## src/rtl/irda_pkg.sv

```systemverilog
// Shared types and frame constants for the IrDA SIR transmit path.
package irda_pkg;

    typedef enum logic [0:0] {
        IDLE = 1'b0,
        SEND = 1'b1
    } tx_state_e;

    localparam int   FRAME_BITS = 10;
    localparam int   DATA_BITS  = 7;
    localparam logic START_BIT  = 1'b0;
    localparam logic STOP_BIT   = 1'b1;

    // Frame as shifted out LSB first: start, data[0..6], parity, stop.
    function automatic logic [FRAME_BITS-1:0] build_frame(
        input logic [DATA_BITS-1:0] data_v,
        input logic                 parity_v
    );
        return {STOP_BIT, parity_v, data_v, START_BIT};
    endfunction

endpackage

```

## src/rtl/irda_bit_timer.sv

```systemverilog
// Bit-period timer: cycle counter, end-of-bit strobe, and pulse-window flag
// for the cycle that follows the current clock edge.
module irda_bit_timer
    import irda_pkg::*;
#(
    parameter int BIT_CYCLES   = 16,
    parameter int PULSE_CYCLES = 3
) (
    input  logic clk,
    input  logic rst_n,
    input  logic run,
    output logic bit_end,
    output logic in_pulse_nxt
);

    localparam int CW = (BIT_CYCLES > 1) ? $clog2(BIT_CYCLES) : 1;

    logic [CW-1:0] cyc_cnt_r;
    logic [CW-1:0] cyc_nxt_s;

    assign bit_end = run && (cyc_cnt_r == CW'(BIT_CYCLES - 1));

    // Next cycle count: counts only while sending, restarts on every bit boundary.
    always_comb begin
        cyc_nxt_s = {CW{1'b0}};
        if (!run) begin
            cyc_nxt_s = {CW{1'b0}};
        end else if (bit_end) begin
            cyc_nxt_s = {CW{1'b0}};
        end else begin
            cyc_nxt_s = cyc_cnt_r + CW'(1);
        end
    end

    // Pulse window evaluated on the upcoming count so the encoder can register it aligned.
    always_comb begin
        in_pulse_nxt = 1'b0;
        if (cyc_nxt_s < CW'(PULSE_CYCLES)) begin
            in_pulse_nxt = 1'b1;
        end else begin
            in_pulse_nxt = 1'b0;
        end
    end

    // Cycle counter register.
    always_ff @(posedge clk or negedge rst_n) begin
        if (!rst_n) begin
            cyc_cnt_r <= {CW{1'b0}};
        end else begin
            cyc_cnt_r <= cyc_nxt_s;
        end
    end

endmodule

```

## src/rtl/irda_tx_serializer.sv

```systemverilog
// IrDA SIR transmit serializer: 10-bit frame, return-to-zero pulse per 0 bit.
// Optional macro IRDA_TX_NRZ_EN adds the unencoded nrz_tx debug output.
module irda_tx_serializer
    import irda_pkg::*;
#(
    parameter int BIT_CYCLES   = 16,
    parameter int PULSE_CYCLES = 3
) (
    input  logic       clk,
    input  logic       rst_n,
    input  logic [6:0] data,
    input  logic       parity_bit,
    input  logic       tx_valid,
    output logic       tx_ready,
`ifdef IRDA_TX_NRZ_EN
    output logic       nrz_tx,
`endif
    output logic       tx_done,
    output logic       ir_tx
);

    tx_state_e             state_r, state_nxt_s;
    logic [3:0]            bit_cnt_r, bit_cnt_nxt_s;
    logic [FRAME_BITS-1:0] shift_r, shift_nxt_s;
    logic                  done_nxt_s;
    logic                  ir_nxt_s;
    logic                  ir_tx_r;
    logic                  tx_done_r;
    logic                  bit_end_s;
    logic                  in_pulse_nxt_s;
    logic                  sending_s;

    assign sending_s = (state_r == SEND);
    assign tx_ready  = (state_r == IDLE);
    assign ir_tx     = ir_tx_r;
    assign tx_done   = tx_done_r;

    irda_bit_timer #(
        .BIT_CYCLES   (BIT_CYCLES),
        .PULSE_CYCLES (PULSE_CYCLES)
    ) u_bit_timer (
        .clk          (clk),
        .rst_n        (rst_n),
        .run          (sending_s),
        .bit_end      (bit_end_s),
        .in_pulse_nxt (in_pulse_nxt_s)
    );

    // Frame FSM: load on acceptance, shift on each bit boundary, finish after the stop bit.
    always_comb begin
        state_nxt_s   = state_r;
        bit_cnt_nxt_s = bit_cnt_r;
        shift_nxt_s   = shift_r;
        done_nxt_s    = 1'b0;
        case (state_r)
            IDLE: begin
                if (tx_valid) begin
                    state_nxt_s   = SEND;
                    bit_cnt_nxt_s = 4'd0;
                    shift_nxt_s   = build_frame(data, parity_bit);
                end else begin
                    state_nxt_s   = IDLE;
                end
            end
            SEND: begin
                if (bit_end_s && (bit_cnt_r == 4'(FRAME_BITS - 1))) begin
                    state_nxt_s   = IDLE;
                    bit_cnt_nxt_s = 4'd0;
                    shift_nxt_s   = {FRAME_BITS{1'b0}};
                    done_nxt_s    = 1'b1;
                end else if (bit_end_s) begin
                    bit_cnt_nxt_s = bit_cnt_r + 4'd1;
                    shift_nxt_s   = {1'b0, shift_r[FRAME_BITS-1:1]};
                end else begin
                    state_nxt_s   = SEND;
                end
            end
            default: begin
                state_nxt_s   = IDLE;
                bit_cnt_nxt_s = 4'd0;
                shift_nxt_s   = {FRAME_BITS{1'b0}};
            end
        endcase
    end

    // Encoder works on next-cycle values so the registered pulse lines up with the frame bit.
    always_comb begin
        ir_nxt_s = 1'b0;
        if ((state_nxt_s == SEND) && (shift_nxt_s[0] == 1'b0) && in_pulse_nxt_s) begin
            ir_nxt_s = 1'b1;
        end else begin
            ir_nxt_s = 1'b0;
        end
    end

    // State, counters, shift register and registered outputs.
    always_ff @(posedge clk or negedge rst_n) begin
        if (!rst_n) begin
            state_r   <= IDLE;
            bit_cnt_r <= 4'd0;
            shift_r   <= {FRAME_BITS{1'b0}};
            ir_tx_r   <= 1'b0;
            tx_done_r <= 1'b0;
        end else begin
            state_r   <= state_nxt_s;
            bit_cnt_r <= bit_cnt_nxt_s;
            shift_r   <= shift_nxt_s;
            ir_tx_r   <= ir_nxt_s;
            tx_done_r <= done_nxt_s;
        end
    end

`ifdef IRDA_TX_NRZ_EN
    logic nrz_tx_r;
    assign nrz_tx = nrz_tx_r;

    // Raw frame level, idling at the mark level between frames.
    always_ff @(posedge clk or negedge rst_n) begin
        if (!rst_n) begin
            nrz_tx_r <= 1'b1;
        end else if (state_nxt_s == SEND) begin
            nrz_tx_r <= shift_nxt_s[0];
        end else begin
            nrz_tx_r <= 1'b1;
        end
    end
`endif

endmodule

```

## config.mk

```make
export PLATFORM = sky130hd
export DESIGN_NAME = irda_tx_serializer
export DESIGN_NICKNAME = d
export VERILOG_FILES = /design/src/rtl/irda_pkg.sv /design/src/rtl/irda_bit_timer.sv /design/src/rtl/irda_tx_serializer.sv
export SDC_FILE = /design/constraint.sdc
export NUM_CORES = 1
export LEC_CHECK = 0
export CAP_MARGIN = 20
export CORE_UTILIZATION = 52
export CTS_CLUSTER_SIZE = 10
export DETAILED_ROUTE_END_ITERATION = 8
export PLACE_DENSITY = 0.78
export SYNTH_ARGS = -nofsm -noshare
export SYNTH_HDL_FRONTEND = slang
export SYNTH_HIERARCHICAL = 1
export SYNTH_SLANG_ARGS = --single-unit
```

## constraint.sdc

```tcl
create_clock -name clk -period 2.4 [get_ports clk]
set_input_delay 0.24 -clock clk [delete_from_list [all_inputs] [get_ports clk]]
set_output_delay 0.24 -clock clk [all_outputs]
set_load 0.005 [all_outputs]
```

# Word level (Yosys, flattened, before mapping)
# Cells that the tools add are included.
# word_totals
out_inout_bits	3
ff_bits	21
input_bits	11
# op_classes
mux	17
n_bitwise	2
magnitude_cmp	1
addsub	2
n_eq_ne	4
reduce_logical	5
# ops
operator	n
$mux W10	3
$mux W4	5
$pmux W10 S2	1
$add A4 B1 Y4 const B	2
$eq A4 B4 Y1 const B	2
$pmux W4 S2	1
$mux W1	6
$logic_and A1 B1 Y1	4
$lt A4 B2 Y1 const B	1
$ne A3 B1 Y1 const B	1
$ne A2 B2 Y1 const B	1
$not A1 Y1	2
$pmux W1 S2	1
$reduce_and A2 Y1	1

# Longest topological paths before layout
# Gate-level depths: netlist (run 1).
# logic_depth
depth_word	9
mapped_depth	7
mapped_depth_nobuf	7

# Cells and area by module
# Netlist (run 1), hierarchy kept.
# by_module_without_submodules
module	seq_area_each_um2	n_inst	area_per_inst_um2	cells_each
irda_tx_serializer	425.4	1	807.0	77
irda_bit_timer	100.1	1	217.7	24

# Least setup slack after synthesis (run 1)
# No wires, ideal clock.
# synth_timing
path_type	reg2reg
from	register u_bit_timer.cyc_cnt_r[0]
to	register bit_cnt_r[3]
period_less_slack_ns	1.903
t_arrival_ns	1.821
required_ns	2.318
path_stages_with_launch	7
path_slack_ns	0.497
setup_ns	0.082
n_path_buf	0
path_cell_list	dfrtp_1 -> ha_1 -> nand3_1 -> nor2_1 -> nand2_2 -> or4b_1 -> a31oi_1
# synth_via
elab_chain_cells	5
elab_cells_between_ends	7
cone_classes	eq/ne (2); mux (2); reduce/logical (3)
# synth_lines
item	line_no	rtl
start: declaration	irda_bit_timer.sv:18	logic [CW-1:0] cyc_cnt_r;
start signal: assignment	irda_bit_timer.sv:48	cyc_cnt_r <= {CW{1'b0}};
start signal: assignment	irda_bit_timer.sv:50	cyc_cnt_r <= cyc_nxt_s;
$eq A4 B4 Y1 (*)	irda_bit_timer.sv:21	assign bit_end = run && (cyc_cnt_r == CW'(BIT_CYCLES - 1));
$logic_and A1 B1 Y1 (*)	irda_bit_timer.sv:21	
named net bit_end_s	irda_tx_serializer.sv:29	logic bit_end_s;
$logic_and A1 B1 Y1	irda_tx_serializer.sv:66	if (bit_end_s && (bit_cnt_r == 4'(FRAME_BITS - 1))) begin
$mux W4 or $ne A3 B1 Y1 (tied branches)	-	
$pmux W4 S2 or $reduce_and A2 Y1 (tied branches)	-	
end signal: assignment	irda_tx_serializer.sv:106	bit_cnt_r <= bit_cnt_nxt_s;
end: declaration	irda_tx_serializer.sv:23	logic [3:0] bit_cnt_r, bit_cnt_nxt_s;
# Mark *: on every way through the listed nets, which the timed path passes. The rest lies on a longest branch.
# A chain may end at the register's enable or synchronous reset.

# Worst setup path after layout (run 1)
# Same ends and word-level chain as after synthesis.

==> results of run 1 <==
[Yosys cell counts]
library cell	number	area share, %
a221o_1	9	8.8
o22ai_1	1	0.61
nand4b_1	1	0.85
and3_2	2	1.5
and2b_1	1	0.73
nor2_1	9	3.3
a31oi_1	3	1.8
inv_1	8	2.9
nand2b_1	1	0.61
nand3b_1	2	1.5
nor3_1	1	0.49
clkbuf_1	2	0.73
nand2_2	1	0.61
mux2i_1	2	2.0
buf_2	2	0.98
and3_1	6	3.7
o21ai_0	5	2.4
o211ai_2	1	1.2
ha_1	3	3.7
o2bb2ai_1	1	0.85
or4b_1	1	0.98
nand3_1	7	3.4
nand2_1	5	1.8
dfrtp_1	21	51
a21oi_1	5	2.4
xnor2_1	1	0.85
[cell families after synthesis]
logic type	Yosys count	share of synthesized area (%)
AO/OA/AOI/OAI	25	18.2
XOR/XNOR	1	0.855
adder cells (fa/ha/maj)	3	3.66
buffers and inverters	12	4.64
flip-flops	21	51.3
multiplexers	2	1.95
AND/OR/NAND/NOR	37	19.4
[stage by stage]
stage,instance area [um^2],utilization (%),hold slack (ps),std cells,setup slack [ps]
final,1220,68.4,271,142,439
after global routing,1220,68.4,284,142,284
after CTS,1220,68.4,277,142,429
after detailed placement,1190,66.8,490,138,458
after global placement,1190,66.8,478,138,525
after floorplan,1020,-,-55.6,101,497
[worst reg2reg max path: stages, from the launching register on]
cell and delay (ps):
dfrtp_1 450, ha_1 290, nand3_1 130, nor2_1 170, nand2_2 170, or4b_1 520, a31oi_1 160
[sequential cells by signal, indices dropped and copies added (netlist names)]
register,flops
ir_tx,1
sending_s,1
tx_done,1
u_bit_timer/cyc_cnt_r,4
shift_r,10
bit_cnt_r,4
[cell usage in the layout (no fill, tap or decap), types with 2 or more instances in the layout]
cell type        count
dfrtp_1             21
nand3_1              7
buf_4                3
a221o_1              9
nand3b_1             2
inv_1                8
nor2_1               9
a21oi_1              5
a31oi_1              3
and3_1               6
clkdlybuf4s50_1     13
o21ai_0              5
ha_1                 3
nand2_1              5
clkbuf_4             3
and3_2               2
mux2i_1              2
[final timing paths]
kind,slack [ps],cells after the start,endpoint
max in group asynchronous,1910,2,u_bit_timer/cyc_cnt_r[1]
setup / recovery,440,6,bit_cnt_r[3]
min in group clk,510,1,shift_r[7]
setup reg to reg,440,6,bit_cnt_r[3]
hold reg to reg,510,1,shift_r[7]
hold / removal,270,2,shift_r[1]
[cell type report]
class	instances	share of cell area (%)
inverters	8	2.46
clock buffers	3	1.85
clock inverters	1	0.411
repair buffers	16	12.5
well taps	25	2.57
multi-input cells	68	37.1
flip-flops and latches	21	43.1
[layer usage]
metal | vias up | GRT usage [%] | share of wire, % | wire, um
met5 | - | 0 | 0 | 0
met4 | 0 | 12.4 | 1.9 | 38
met3 | 4 | 3.53 | 3.6 | 73
met2 | 18 | 31.1 | 47 | 949
met1 | 399 | 31.1 | 48 | 966
li1 | 400 | - | - | -
[power by group]
group	internal [uW]	leakage [uW]	switching, uW	total (uW)
clock	62.2	0.0000177	109	171
sequential	499	0.000259	133	632
combinational	238	0.000301	197	435
total	799	0.000577	440	1240
==> out/qor.log, run 1 <==
qor: sta.finalHoldViolations 0
qor: clock_network.cts.reportedPaths.clkPinSlew 120 ps
qor: setup_path.critical_path.max_fanout 14
qor: clock_network.clkLatencyLatePin 310 ps
qor: detailed_routing.violation_count_after_the_first_detailed_routing_iteration 16
qor: synthesis.syn-cell-area 1020 um^2
qor: setup_path.crit_path_end_kind flip-flop
qor: floorplanning.design.die.area 2150 um^2
qor: setup_path.crit_slowest_cell or4b_1
qor: layout.n_fill_cell 148
qor: setup_path.arrival 2200 ps
qor: hold_path.worst_hold_path_type primary input to asynchronous set/reset pin
qor: synthesis.synth_sequential_area_ratio 51.3%
qor: floorplanning.start_util 57.5%
qor: layout.layout.nets 132
qor: global_routing.grt_first_pass_wirelength 3230 um
qor: detailed_routing.firstDrtPassIters 4
qor: detailed_routing.residual_antenna_violating_net_count_after_detailed_routing 0
qor: clock_network.clkSinkCount 21
qor: setup_path.timing.critical_path.slowest_cell_delay 520 ps
qor: detailed_routing.route.detailed.vias_per_inst 5.78
qor: detailed_routing.via_count 821
qor: clock_network.post_cts_buffers 0
qor: sta.finalSetupViolations 0
qor: setup_path.start_of_the_worst_register_to_register_path u_bit_timer/cyc_cnt_r[0]
qor: power.power 1240 uW
qor: sta.final-max-slew-violation-count 0
qor: sta.rsz0062_at_grt no
qor: clock_network.tritoncts done
qor: global_routing.first_global_vias 719
qor: placed_design.finalWeightedCongestion 0.746
qor: placed_design.dp.final_hpwl 1430 um
qor: sta.layout_min_cycle_time 1960 ps
qor: clock_network.cts_resized 0
qor: placed_design.buffers_on_ports 13
qor: power.power.static_leakage 0.000577 uW
qor: global_routing.global_route.overflow_total 0
qor: global_routing.pin_count_of_the_biggest_net_entering_global_routing 22
qor: global_routing.globalRouteTotalUtil 21.8%
qor: layout.drive_gt1_share 9.40%
qor: sta.fmax 510 MHz
qor: sta.post-route-period-util 81.7%
qor: layout.areaGrowthSynthToFinish 18.9%
qor: setup_path.crit_path_start_kind flip-flop
qor: power.vdd_drop_max 643 uV
qor: floorplanning.die_x 46.4 um
qor: global_routing.antenna_found_initial 0
qor: setup_path.buf_inv_stages_crit_path 0
qor: setup_path.critical_path.cell_chain ha_1, nand3_1, nor2_1, nand2_2, or4b_1, a31oi_1
qor: synthesis.synthesized_flop_and_latch_total 21
qor: clock_network.clockBufferDepth 2
qor: clock_network.cts-root-buf clkbuf_4
qor: synthesis.yosys_warns 6
qor: detailed_routing.drt-total-wl 2030 um
qor: detailed_routing.routedWlPerCell 14.3 um
qor: synthesis.syn-instance-count 101
qor: job.cap_viol_max_count 0
qor: synthesis.synth_cell_types 26
qor: floorplanning.fp.dieH 46.4 um
qor: synthesis.postSynthAreaPerCell 10.1 um^2
qor: power.power.density 1020 nW/um^2
qor: status.status completed
qor: layout.diodes 0
qor: sta.max-slew-margin-rel 55.9%
qor: clock_network.cts_inserted_buffers 3
qor: setup_path.worst_path_dominant_cell_family simple AND/OR/NAND/NOR gates
qor: layout.multi_input_area 452 um^2
qor: floorplanning.std_cell_rows 15
qor: sta.final.setup_skew 4.68 ps
qor: detailed_routing.drt_drc_violations_left 0
qor: floorplanning.design.portCount 14
qor: setup_path.required 2640 ps
qor: floorplanning.core_region 1780 um^2
qor: sta.finalSetupTns 0 ps
qor: setup_path.startpoint u_bit_timer/cyc_cnt_r[0]
qor: synthesis.net_count_synth 115
qor: clock_network.cts_h_tree_lvls 1
qor: sta.worst_pin_slew 660 ps
qor: clock_network.cts-hold-fix-buffers 0
qor: setup_path.crit_type flip-flop to flip-flop
qor: layout.seq_area 526 um^2
(Power assumes the default switching activity.)
==> run 2: changes to the inputs <==
CORE_UTILIZATION = 47   (was 52)
PLACE_DENSITY = 0.75   (was 0.78)
clock period = 1.6 ns   (was 2.4 ns; I/O delays follow)
==> out/qor.log, run 2 (same netlist as run 1, synthesis figures left out) <==
qor: setup_path.timing.reg2reg.setup_slack 20 ps [-420 ps]
qor: hold_path.worst_hold_path_type primary input to asynchronous set/reset pin
qor: clock_network.cts-hold-fix-buffers 0 [unchanged]
qor: power.vdd_drop_max 969 uV [+51%]
qor: sta.finalSetupViolations 0 [unchanged]
qor: job.cap_viol_max_count 0 [unchanged]
qor: power.power 2150 uW [+74%]
qor: detailed_routing.routedWlPerCell 15.1 um [+5.4%]
qor: setup_path.critical_path.max_fanout 7 [-7]
qor: detailed_routing.residual_antenna_violating_net_count_after_detailed_routing 0 [unchanged]
qor: floorplanning.fp.dieH 48.7 um [+5.0%]
qor: layout.layout.nets 145 [+9.8%]
qor: floorplanning.design.die.area 2370 um^2 [+10%]
qor: floorplanning.core_region 2000 um^2 [+12%]
qor: detailed_routing.violation_count_after_the_first_detailed_routing_iteration 30 [+14]
qor: setup_path.rr_endpoint bit_cnt_r[3]
qor: clock_network.cts.reportedPaths.clkPinSlew 120 ps [about the same]
qor: setup_path.worst_path_dominant_cell_family simple AND/OR/NAND/NOR gates
qor: floorplanning.die_x 48.7 um [+5.0%]
qor: status.status completed
qor: placed_design.buffers_on_ports 13 [unchanged]
qor: layout.reg.largest.list shift_r: 10 flops, bit_cnt_r: 4 flops, u_bit_timer/cyc_cnt_r: 4 flops
qor: layout.areaGrowthSynthToFinish 35.3%
qor: placed_design.dp.final_hpwl 1650 um [+16%]
qor: sta.layout_min_cycle_time 1580 ps [-381 ps]
qor: setup_path.arrival 1820 ps [-380 ps]
qor: sta.finalSetupTns 0 ps [unchanged]
qor: layout.layout.cells.most_common_list dfrtp_1 (20), buf_4 (14), clkdlybuf4s50_1 (12)
qor: setup_path.crit_path_end_kind flip-flop
qor: clock_network.clockBufferDepth 2 [unchanged]
qor: sta.post-route-period-util 98.8% [+17 points]
qor: layout.reg_with_most_ffs shift_r
qor: global_routing.globalRouteTotalUtil 21.3% [-0.54 points]
qor: layout.layout.cells.most_common dfrtp_1
qor: layout.drive_gt1_share 25.4% [+16 points]
qor: detailed_routing.firstDrtPassIters 4 [unchanged]
qor: power.power.density 1550 nW/um^2 [+53%]
qor: sta.fmax 633 MHz [+24%]
qor: clock_network.tritoncts done
qor: setup_path.timing.critical_path.slowest_cell_delay 470 ps [-50 ps]
qor: detailed_routing.route.detailed.vias_per_inst 5.73 [-0.96%]
qor: global_routing.global_route.overflow_total 0 [unchanged]
qor: setup_path.worst_r2r_path_depth 6 [unchanged]
qor: floorplanning.design.portCount 14 [unchanged]
qor: setup_path.required 1840 ps [-800 ps]
qor: placed_design.place_ws -12.9 ps [-471 ps]
qor: floorplanning.std_cell_rows 16 [+1]
qor: clock_network.cts_inserted_buffers 3 [unchanged]
qor: sta.rsz0062_at_grt yes
qor: global_routing.pin_count_of_the_biggest_net_entering_global_routing 22 [unchanged]
qor: sta.final-max-slew-violation-count 0 [unchanged]
qor: sta.worst_pin_slew 388 ps [-272 ps]
qor: setup_path.crit_slowest_cell or4b_1
qor: clock_network.clkSinkCount 21 [unchanged]
qor: setup_path.buf_inv_stages_crit_path 0 [unchanged]
qor: layout.core_utilization_of_the_finished_layout 69.3% [+0.90 points]
qor: sta.layout_setup_ws 19.8 ps [-419 ps]
qor: global_routing.antenna_found_initial 0 [unchanged]
qor: setup_path.crit_path_start_kind flip-flop
qor: floorplanning.start_util 51.2% [-6.3 points]
qor: placed_design.finalWeightedCongestion 0.813 [+8.9%]
qor: setup_path.critical_path.cell_chain ha_4, nand3_4, nor2_4, nand2_4, or4b_1, a31oi_1
qor: setup_path.crit_type flip-flop to flip-flop
qor: clock_network.cts-root-buf clkbuf_4
qor: clock_network.clkLatencyLatePin 320 ps [about the same]
qor: layout.diodes 0 [unchanged]
qor: global_routing.grt_first_pass_wirelength 3820 um [+18%]
qor: detailed_routing.via_count 899 [+9.5%]
qor: setup_path.start_of_the_worst_register_to_register_path u_bit_timer/cyc_cnt_r[1]
qor: detailed_routing.drt-total-wl 2360 um [+17%]
qor: clock_network.cts_h_tree_lvls 1 [unchanged]
qor: sta.max-slew-margin-rel 74.2% [+18 points]
qor: sta.final.setup_skew 2.86 ps [-1.82 ps]
qor: power.power.static_leakage 0.000658 uW [+14%]
qor: sta.finalHoldViolations 0 [unchanged]
qor: detailed_routing.drt_drc_violations_left 0 [unchanged]
qor: layout.largest_register_ffs 10 [unchanged]
qor: global_routing.first_global_vias 881 [+23%]
run 2: changes by cell type in the layout (fill, tap and decap cells not counted), sizes merged:
cell | before | now
dlymetal6s2s | 0 | 1
clkdlybuf4s50 | 13 | 12
buf | 3 | 16
run 2: cell type report:
cell class | count | area [um^2]
Inverter | 8 | 30.0
Tap cell | 27 | 33.8
Clock inverter | 1 | 5.00
Clock buffer | 3 | 22.5
Timing Repair Buffer | 29 | 260
Multi-Input combinational cell | 68 | 508
Sequential cell | 21 | 527
Fill cell | 148 | 616
run 2: power by group:
group          switching, uW  internal (uW)
logic                    429            513
registers                195            751
clock network            171           93.7
total                    794           1360
run 2: worst register-to-register path, delay by kind of cell (launching register included):
| kind | cells | cell delay [ps] |
|---|---|---|
| flops | 1 | 420 |
| simple gates | 4 | 780 |
| compound gates | 1 | 160 |
| fa+ha+maj | 1 | 170 |
run 2: what timing repair did:
item / CTS / global route
setup buffers: 1 / 1
pin swaps: 3 / 2
resized for setup: 1 / 11
cloned: 0 / 0
setup endpoints to repair: 5 / 8
run 2: layer usage:
layer | vias up | share of wire (%) | global-route usage (%)
met3 | 7 | 4.0 | 3.77
met2 | 25 | 51 | 36.6
met5 | - | 0 | 0
li1 | 426 | - | -
met1 | 441 | 42 | 25.1
met4 | 0 | 2.5 | 11.8
run 2: worst max-delay path by stage:
stage | depth (start not counted) | end | startpoint
after global routing | 6 | bit_cnt_r[3] | u_bit_timer/cyc_cnt_r[1]
final | 6 | bit_cnt_r[3] | u_bit_timer/cyc_cnt_r[1]
after floorplan | 7 | shift_r[1] | u_bit_timer/cyc_cnt_r[1]
after global placement | 6 | shift_r[3] | u_bit_timer/cyc_cnt_r[0]
after detailed placement | 7 | shift_r[6] | u_bit_timer/cyc_cnt_r[1]
after CTS | 6 | bit_cnt_r[3] | u_bit_timer/cyc_cnt_r[0]
run 2: per-stage QoR:
step	hold slack, ps	cells	instance area [um^2]
2_1_floorplan	-136	101	1060
3_3_place_gp	484	151	1310
3_5_place_dp	494	151	1310
4_1_cts	186	156	1350
5_1_grt	202	157	1390
6_report	175	157	1390
